File: src/rtl/flow_control_fifo.sv
// Byte FIFO from usb_uart to command_handler, plus the keyboard-to-host path.
// When FLOW_EN is set, XOFF/XON bytes are injected into the host path based on
// the FIFO fill level, so the host pauses before the FIFO overflows.
module flow_control_fifo #(
    parameter int DEPTH_BITS = 6,
    parameter int XOFF_LEVEL = 48,
    parameter int XON_LEVEL  = 16,
    parameter bit FLOW_EN    = 1'b1
) (
    input  logic                clk,
    input  logic                reset,
    input  logic [7:0]          in_data,
    input  logic                in_valid,
    output logic                in_ready,
    output logic [7:0]          out_data,
    output logic                out_valid,
    input  logic                out_ready,
    input  logic [7:0]          kbd_data,
    input  logic                kbd_valid,
    output logic                kbd_ready,
    output logic [7:0]          host_data,
    output logic                host_valid,
    input  logic                host_ready,
    output logic [DEPTH_BITS:0] count,
    output logic                paused
);

    localparam int CW = DEPTH_BITS + 1;
    localparam logic [DEPTH_BITS:0]   CAP      = CW'(2 ** DEPTH_BITS);
    localparam logic [DEPTH_BITS:0]   XOFF_CNT = CW'(XOFF_LEVEL);
    localparam logic [DEPTH_BITS:0]   XON_CNT  = CW'(XON_LEVEL);
    localparam logic [DEPTH_BITS:0]   CNT_ONE  = CW'(1);
    localparam logic [DEPTH_BITS-1:0] PTR_ONE  = DEPTH_BITS'(1);
    localparam logic [7:0]            XON_BYTE  = 8'h11;
    localparam logic [7:0]            XOFF_BYTE = 8'h13;

    typedef enum logic {
        HOST_EMPTY,
        HOST_LOADED
    } host_state_e;

    // FIFO state: circular buffer behind a registered output stage
    logic [7:0]            mem_q [2**DEPTH_BITS];
    logic [DEPTH_BITS-1:0] wr_ptr_q, wr_ptr_d;
    logic [DEPTH_BITS-1:0] rd_ptr_q, rd_ptr_d;
    logic [DEPTH_BITS:0]   count_q, count_d;
    logic [7:0]            out_data_q, out_data_d;
    logic                  out_valid_q, out_valid_d;
    logic                  push, pop, mem_empty, mem_wr;

    // Host output register state
    host_state_e           host_state_q, host_state_d;
    logic [7:0]            host_data_q, host_data_d;
    logic                  paused_q, paused_d;
    logic                  ctrl_req;
    logic [7:0]            ctrl_byte;

    assign in_ready   = (count_q != CAP);
    assign out_data   = out_data_q;
    assign out_valid  = out_valid_q;
    assign count      = count_q;
    assign host_data  = host_data_q;
    assign host_valid = (host_state_q == HOST_LOADED);
    assign paused     = paused_q;

    // FIFO next state: refill the output stage from memory, or bypass an empty FIFO
    always_comb begin
        // NOTE: every always_comb output gets a default first so no path leaves
        // it unassigned, which would otherwise infer a latch.
        wr_ptr_d    = wr_ptr_q;
        rd_ptr_d    = rd_ptr_q;
        count_d     = count_q;
        out_data_d  = out_data_q;
        out_valid_d = out_valid_q;
        mem_wr      = 1'b0;

        push      = in_valid && in_ready;
        pop       = out_valid_q && out_ready;
        mem_empty = (count_q == CW'(out_valid_q));

        if (!out_valid_q || pop) begin
            if (!mem_empty) begin
                out_data_d  = mem_q[rd_ptr_q];
                out_valid_d = 1'b1;
                rd_ptr_d    = rd_ptr_q + PTR_ONE;
                mem_wr      = push;
            end else if (push) begin
                out_data_d  = in_data;
                out_valid_d = 1'b1;
            end else begin
                out_valid_d = 1'b0;
            end
        end else begin
            mem_wr = push;
        end

        if (mem_wr) begin
            wr_ptr_d = wr_ptr_q + PTR_ONE;
        end

        if (push && !pop) begin
            count_d = count_q + CNT_ONE;
        end else if (!push && pop) begin
            count_d = count_q - CNT_ONE;
        end
    end

    // Host register next state: control bytes win over keyboard bytes when empty
    always_comb begin
        host_state_d = host_state_q;
        host_data_d  = host_data_q;
        paused_d     = paused_q;
        kbd_ready    = 1'b0;

        // Re-evaluated every cycle so a level that falls back never sends a stale XOFF.
        ctrl_req  = FLOW_EN && ((!paused_q && count_q >= XOFF_CNT) ||
                                ( paused_q && count_q <= XON_CNT));
        ctrl_byte = paused_q ? XON_BYTE : XOFF_BYTE;

        unique case (host_state_q)
            HOST_EMPTY: begin
                if (ctrl_req) begin
                    host_data_d  = ctrl_byte;
                    paused_d     = !paused_q;
                    host_state_d = HOST_LOADED;
                end else begin
                    kbd_ready = 1'b1;
                    if (kbd_valid) begin
                        host_data_d  = kbd_data;
                        host_state_d = HOST_LOADED;
                    end
                end
            end
            HOST_LOADED: begin
                if (host_ready) begin
                    host_state_d = HOST_EMPTY;
                end
            end
            default: host_state_d = HOST_EMPTY;
        endcase
    end

    // Control and data registers with synchronous reset
    always_ff @(posedge clk) begin
        // NOTE: sequential state uses non-blocking assignments so every register
        // samples its pre-edge inputs regardless of statement order.
        if (reset) begin
            wr_ptr_q     <= '0;
            rd_ptr_q     <= '0;
            count_q      <= '0;
            out_data_q   <= '0;
            out_valid_q  <= 1'b0;
            host_state_q <= HOST_EMPTY;
            host_data_q  <= '0;
            paused_q     <= 1'b0;
        end else begin
            wr_ptr_q     <= wr_ptr_d;
            rd_ptr_q     <= rd_ptr_d;
            count_q      <= count_d;
            out_data_q   <= out_data_d;
            out_valid_q  <= out_valid_d;
            host_state_q <= host_state_d;
            host_data_q  <= host_data_d;
            paused_q     <= paused_d;
        end
    end

    // Buffer storage write port
    always_ff @(posedge clk) begin
        // NOTE: the storage array is deliberately not reset; the pointers and
        // count define which entries are meaningful, so stale bytes are never read.
        if (mem_wr) begin
            mem_q[wr_ptr_q] <= in_data;
        end
    end

endmodule
File: config.mk
export PLATFORM = sky130hd
export DESIGN_NAME = flow_control_fifo
export DESIGN_NICKNAME = d
export VERILOG_FILES = /design/src/rtl/flow_control_fifo.sv
export SDC_FILE = /design/constraint.sdc
export NUM_CORES = 1
export LEC_CHECK = 0
export ABC_AREA = 1
export ABC_CLOCK_PERIOD_IN_PS = 5600
export CORE_MARGIN = 10
export CORE_UTILIZATION = 31
export DETAILED_ROUTE_END_ITERATION = 7
export PLACE_DENSITY = 0.51
export SLEW_MARGIN = 20
export SYNTH_ARGS = -nofsm -noshare
export SYNTH_HDL_FRONTEND = slang
export SYNTH_SLANG_ARGS = --single-unit
File: constraint.sdc
create_clock -name clk -period 5.6 [get_ports clk]
set_input_delay 0.56 -clock clk [delete_from_list [all_inputs] [get_ports clk]]
set_output_delay 0.56 -clock clk [all_outputs]
set_load 0.02 [all_outputs]
==> results of run 1 <==
power groups by stage:
| stage | clock network (mW) | logic [mW] | registers [mW] |
|---|---|---|---|
| global placement | 0 | 2.92 | 4.87 |
| finish | 4.01 | 2.93 | 4.79 |
| global route | 4.24 | 3.26 | 4.81 |
| floorplan | 0 | 2.03 | 4.89 |
| CTS | 4.09 | 2.95 | 4.79 |
| detailed placement | 0 | 2.94 | 4.88 |
cells by family after synthesis:
logic type                 Yosys count
AOI/OAI and AO/OA                   56
and+or+nand+nor                   1267
xor gates and xnor gates             6
buffers and inverters              158
adders and majority gates            9
DFF                                556
worst min-delay path by stage:
| stage | from | end | slack, ps | depth (start not counted) |
|---|---|---|---|---|
| floorplan | rd_ptr_q[0] | flop | 460 | 1 |
| global placement | host_data[6] | host_data[6] | 450 | 2 |
| detailed placement | host_data[6] | host_data[6] | 450 | 2 |
| CTS | host_data[6] | host_data[6] | 460 | 2 |
| global route | out_data[0] | out_data[0] | 490 | 2 |
| finish | host_data[6] | host_data[6] | 460 | 2 |
registers in the layout (all words and copies together) (netlist names), named ones only:
signal      cells
rd_ptr_q        6
wr_ptr_q        6
paused          1
host_data       8
out_valid       1
out_data        8
host_valid      1
mem_q         512
count           7
worst register-to-register path, stage by stage (launching register included):
cell and delay (ps):
dfxtp_4 530, inv_6 770, buf_4 840, nand2_1 170, nand3_1 110, nand3_1 90
nand2_1 110, nand2_1 90, nand3_1 200, nand3_1 100, nand3_1 210, nand2_1 100
a21oi_2 110
Yosys cell counts, types with 15 or more instances:
| master | number | area share, % |
|---|---|---|
| nand2_1 | 691 | 11 |
| edfxtp_1 | 512 | 66 |
| nand3_1 | 448 | 9.7 |
| nor2_1 | 101 | 1.6 |
| dfxtp_1 | 44 | 3.8 |
| buf_4 | 41 | 1.3 |
| inv_1 | 38 | 0.62 |
| buf_2 | 23 | 0.50 |
| a21oi_1 | 22 | 0.48 |
| clkbuf_1 | 20 | 0.32 |
| o21ai_0 | 19 | 0.41 |
| buf_1 | 16 | 0.26 |
| buf_6 | 15 | 0.73 |
layout by cell type (no fill, tap or decap), drive strengths merged, types with 3 or more instances in the layout:
cell type	n
nand2	693
edfxtp	512
nand3	450
nor2	105
clkbuf	63
dfxtp	44
inv	44
clkdlybuf4s50	41
a21oi	31
buf	28
clkinv	24
o21ai	21
bufinv	11
ha	8
nor3	8
xor2	6
nand4	6
clkinvlp	6
nor3b	3
cell type report:
cell class	instances	area, um2	share of cell area [%]
tap	969	1210	4.63
inverter	42	170	0.649
multi-input combinational	1338	5970	22.8
timing repair buffer	69	613	2.34
clock buffer	63	1460	5.56
clock inverter	43	527	2.01
sequential	556	16300	62.1
per-stage QoR:
stage	utilization [%]	hold WS, ps	cells
6_report	35.3	463	3080
5_1_grt	35.3	488	3080
3_5_place_dp	32.6	454	2974
4_1_cts	35.3	464	3080
2_1_floorplan	-	459	2052
3_3_place_gp	32.6	449	2974
metal layers:
| metal | GRT usage, % | up-vias |
|---|---|---|
| met3 | 1.64 | 101 |
| met4 | 4.79 | 0 |
| met5 | 0 | - |
| met1 | 18.5 | 7478 |
| met2 | 24.1 | 431 |
| li1 | - | 7156 |
==> run_results.csv, run 1 <==
group,metric,value,unit
global_routing,grt_antenna_before_repair,0,
timing,period_share,62.2,%
timing,maxSlewViolCount,0,
logic_synthesis,synth_area,23100,um2
global_routing,grt_pass1_vias,15000,
timing,min_period,3490,ps
cells_and_area,postLayoutCellArea,26200,um2
setup_path,path_max_fanout,137,
clock_tree,worstSkewPairLatency,630,ps
floorplan,dieHeight,293,um
cells_and_area,fin_nets,2094,
logic_synthesis,synth-compound-area-share,1.44,%
routing,dr.max_layer_used,"met4",
routing,viasPerCell,4.92,
clock_tree,cts.htree.levels,2,
routing,wl_per_cell,20.2,um
clock_tree,cts.clk_slew.worst_paths,60,ps
logic_synthesis,dominantRegCellSynth,"edfxtp_1",
floorplan,floorplan.initialDensity,31.2,%
clock_tree,cts_setup_buffers,0,
placed_design,portBuffers,49,
timing,rsz0062_at_grt,"no",
setup_path,rr_endpoint,"out_data[5]",
timing,finalHoldViolCount,0,
cells_and_area,num-fill-cells,7291,
pwr,p_seq_share,40.8,%
logic_synthesis,ys_seq_area_share,70.3,%
clock_tree,cts_sinks,556,
timing,setup_viol,0,
global_routing,grt_use_total,14.2,%
clock_tree,cts_root_buf,"clkbuf_16",
logic_synthesis,synthXorXnorAreaFrac,0.227,%
setup_path,slowest_delay,750,ps
setup_path,cp.required,6150,ps
setup_path,path_delay_family,"buffers and inverters",
cells_and_area,drive_gt1_share,7.48,%
placed_design,place_ws,2110,ps
setup_path,r2r_setup_slack,2110,ps
logic_synthesis,synth_edf_count,512,
clock_tree,cts_hold_buf,0,
routing,drt-initial-drc-count,1230,
routing,drtPass1Iterations,5,
logic_synthesis,synth_top_family_by_area,"simple AND/OR/NAND/NOR gates",
pwr,p_sw,3.83,mW
setup_path,crit_end,"out_data[5]",
timing,finalSetupTns,0,ps
logic_synthesis,synthArstFlopShare,0,%
logic_synthesis,mappedNetlistNets,2083,
clock_tree,clk_path_buf_depth,3,
timing,fin_ws,2110,ps
floorplan,num_rows,100,
timing,worst_slew_pin_slew,1050,ps
placed_design,dpl_cell_area,24200,um2
run,max_cap_viol_count,0,
logic_synthesis,synth.area.mux_share,0,%
placed_design,hpwlAfterDp,37.3,mm
routing,dr_total_vias,15200,
setup_path,critPathArrivalTime,4030,ps
setup_path,crit_top_cell,"nand3_1",
pwr,irDropWorstVdd,0.000276,V
routing,drc_errors,0,
setup_path,critPathKind,"reg2reg",
clock_tree,cts_resized,0,
floorplan,dieArea,85900,um2
logic_synthesis,ys_ff_latch,556,
pwr,swShare,32.6,%
setup_path,reg2reg_depth,12,
pwr,p_leak,9.24,nW
pwr,power.internal,7.91,mW
logic_synthesis,syn_avg_cell_area,11.3,um2
setup_path,critPathCaptureType,"flop",
pwr,combinationalPowerShare,25.0,%
setup_path,cp.depth,12,
cells_and_area,diodes,0,
global_routing,grt_pass1_wl,93.4,mm
global_routing,grt.overflow.total,0,
floorplan,pin_count,50,
timing,relSlewSlack,29.7,%
timing,clock.fmax,287,MHz
setup_path,path_buf_inv,2,
setup_path,crit_chain,"inv_6 > buf_4 > nand2_1 > nand3_1 > nand3_1 > nand2_1 > nand2_1 > nand3_1 > nand3_1 > nand3_1 > nand2_1 > a21oi_2",
cells_and_area,synthToLayoutAreaGrowth,13.3,%
pwr,power-per-cell-area,448,nW/um2
setup_path,start_kind,"flop",
routing,detail-route-antenna-nets,0,
logic_synthesis,synthSimpleGateAreaFrac,23.6,%
routing,met3_length,3.10,mm
routing,wl_met2,30.4,mm
logic_synthesis,synthCells,2052,
routing,wl,62.2,mm
routing,met1Wirelength,27.0,mm
pwr,power_frac_clock,34.2,%
floorplan,fp.coreArea,74200,um2
run_status,status,"completed",
timing,fin_skew,22.4,ps
clock_tree,cts_made_buffers,56,
worst_hold_path,hold_class,"reg2reg",
global_routing,grt_start_max_net_pins,203,
logic_synthesis,synthAdderAreaFrac,0.519,%
logic_synthesis,yosysWarnings,0,
floorplan,fp.dieW,293,um
logic_synthesis,ys_types,38,
pwr,total_power,11.7,mW
setup_path,cpMaxStageDelayCell,"inv_6",
placed_design,place.gp.congestion,0.849,
clock_tree,cts_tree,"built",
Power figures use the tool's default switching activity.
==> run 2: changes to the inputs <==
--- a/config.mk
+++ b/config.mk
@@ -6,11 +6,11 @@
 export NUM_CORES = 1
 export LEC_CHECK = 0
 export ABC_AREA = 1
-export ABC_CLOCK_PERIOD_IN_PS = 5600
+export ABC_CLOCK_PERIOD_IN_PS = 2850
 export CORE_MARGIN = 10
 export CORE_UTILIZATION = 31
 export DETAILED_ROUTE_END_ITERATION = 7
-export PLACE_DENSITY = 0.51
+export PLACE_DENSITY = 0.52
 export SLEW_MARGIN = 20
 export SYNTH_ARGS = -nofsm -noshare
 export SYNTH_HDL_FRONTEND = slang
==> constraint.sdc (replaced) <==
create_clock -name clk -period 2.85 [get_ports clk]
set_input_delay 0.285 -clock clk [delete_from_list [all_inputs] [get_ports clk]]
set_output_delay 0.285 -clock clk [all_outputs]
set_load 0.02 [all_outputs]
==> run_results.csv, run 2 (synthesized netlist as in run 1, its figures left out) <==
group,metric,value,unit
setup_path,rr_endpoint,"count[6]",
placed_design,hpwlAfterDp,41.0,mm
clock_tree,cts_sinks,556,
run,max_cap_viol_count,0,
timing,worst_slew_pin_slew,825,ps
setup_path,slowest_delay,640,ps
setup_path,cpMaxStageDelayCell,"clkdlybuf4s50_1",
timing,whs,51.9,ps
timing,setup_viol,0,
floorplan,dieHeight,293,um
global_routing,grt.overflow.total,0,
cells_and_area,multi_input_area,5980,um2
cells_and_area,final_cell_mix,"nand2_1 (691), edfxtp_1 (512), nand3_1 (448)",
worst_hold_path,hp-start,"in_data[1]",
global_routing,grt_use_total,14.5,%
routing,viasPerCell,4.90,
clock_tree,cts_root_buf,"clkbuf_16",
routing,drtPass1Iterations,5,
global_routing,grt_pass1_vias,15300,
timing,relSlewSlack,45.0,%
clock_tree,cts_tree,"built",
timing,period_share,94.4,%
setup_path,reg2reg_depth,18,
setup_path,r2r_setup_slack,180,ps
placed_design,place.gp.congestion,0.880,
setup_path,r2r-start,"count[2]",
floorplan,floorplan.initialDensity,31.2,%
clock_tree,cts_made_buffers,56,
cells_and_area,drive_gt1_share,11.5,%
setup_path,path_buf_inv,2,
timing,clock.fmax,372,MHz
clock_tree,cts.clk_slew.worst_paths,60,ps
run_status,status,"completed",
setup_path,path_max_fanout,3,
timing,maxSlewViolCount,0,
setup_path,cp.required,2570,ps
setup_path,critPathArrivalTime,2400,ps
routing,drt-initial-drc-count,1429,
setup_path,cp.depth,7,
clock_tree,clk_path_buf_depth,3,
timing,rsz0062_at_grt,"yes",
routing,drc_errors,0,
setup_path,start_kind,"flop",
pwr,irDropWorstVdd,0.000509,V
pwr,power-per-cell-area,846,nW/um2
setup_path,crit_chain,"inv_1 > nand2_1 > nor2_2 > o211ai_1 > nand2_1 > nor2_1 > clkdlybuf4s50_1",
global_routing,grt_pass1_wl,95.2,mm
clock_tree,worstSkewPairLatency,620,ps
worst_hold_path,worstHoldPathCells,1,
cells_and_area,synthToLayoutAreaGrowth,16.9,%
cells_and_area,fin_nets,2207,
setup_path,critPathKind,"reg2out",
setup_path,crit_top_cell,"nand2_1",
setup_path,critPathCaptureType,"primary output",
floorplan,dieArea,85900,um2
floorplan,fp.coreArea,74200,um2
cells_and_area,final_common_cell,"nand2_1",
setup_path,path_delay_family,"buffers and inverters",
floorplan,pin_count,50,
timing,fin_skew,28.7,ps
cells_and_area,post-route-util,36.4,%
cells_and_area,largest_reg_flops,512,
pwr,p_leak,9.79,nW
floorplan,num_rows,100,
worst_hold_path,hold_class,"in2reg",
timing,finalHoldViolCount,0,
clock_tree,cts.htree.levels,2,
floorplan,fp.dieW,293,um
routing,detail-route-antenna-nets,0,
routing,wl_per_cell,20.0,um
global_routing,grt_antenna_before_repair,1,
cells_and_area,seqCellArea,16300,um2
timing,min_period,2690,ps
routing,wl,63.8,mm
cells_and_area,top_register,"mem_q",
cells_and_area,num-fill-cells,7259,
placed_design,portBuffers,49,
global_routing,grt_start_max_net_pins,150,
routing,dr_total_vias,15600,
worst_hold_path,hold_end,"mem_q[61][1]",
run 2: cell types whose count changed in the layout (fill, tap and decap cells not counted), moves of 2 or more:
cell and change:
buf_4 +101, clkbuf_1 +14, clkinv_2 -2, buf_12 +10
dlygate4sd3_1 +2, clkinvlp_4 -5, bufinv_16 -5
run 2: area by class of cell:
type                       instances  share of cell area, %
timing repair buffer             182                   5.89
inverter                          42                  0.620
clock inverter                    29                   1.08
multi-input combinational       1338                   22.1
antenna                            1                0.00926
sequential                       556                   60.2
tap                              969                   4.49
clock buffer                      77                   5.63
run 2: how the worst max path moves through the flow:
| stage | startpoint | endpoint | slack, ps |
|---|---|---|---|
| floorplan | count[1] | count[6] | 170 |
| global placement | count[2] | count[6] | -2 |
| detailed placement | count[2] | count[6] | 100 |
| CTS | count[2] | count[6] | 80 |
| global route | count[2] | count[6] | -60 |
| finish | count[3] | kbd_ready | 160 |
run 2: worst register-to-register path: stages, from the launching register on:
cell     delay (ps)
dfxtp_1         340
nor2_1          100
nand2_1         110
nor2_2          160
nand4_2         100
and2_4          160
ha_1            220
inv_2           150
ha_1            300
nand3_1         100
nand2_1          90
nand2_1          70
nand2_1          70
a21oi_2         140
nor2_1           70
nor2_1           90
nand2_1          70
o21ai_0         150
a21oi_1          60
run 2: repair_timing:
| item | CTS | global route |
|---|---|---|
| setup endpoints to repair | 0 | 2 |
| endpoints found under the hold margin | 5 | 0 |
| buffers inserted | 0 | 2 |
| hold buffers | 2 | 0 |
| gates resized for setup | 0 | 4 |
run 2: power breakdown:
group	switching, mW	internal (mW)
Combinational	4.24	1.90
Clock	3.06	4.27
Sequential	0.248	9.15
run 2: per-stage QoR:
stage	setup slack (ps)	cells	cell area [um2]	total power [mW]	TNS, ps
2_1_floorplan	170	2052	23100	13.6	0
3_3_place_gp	-2.03	3083	25200	15.6	-2.03
3_5_place_dp	103	3083	25200	15.7	0
4_1_cts	83.0	3191	27000	23.0	0
5_1_grt	-58.1	3193	27000	24.0	-61.1
6_report	160	3194	27000	22.9	0
run 2: routing by layer:
layer | track usage [%] | part of all wire [%]
met1 | 19.2 | 43
met2 | 24.2 | 48
met3 | 2.30 | 5.9
met4 | 4.30 | 2.6
met5 | 0 | 0
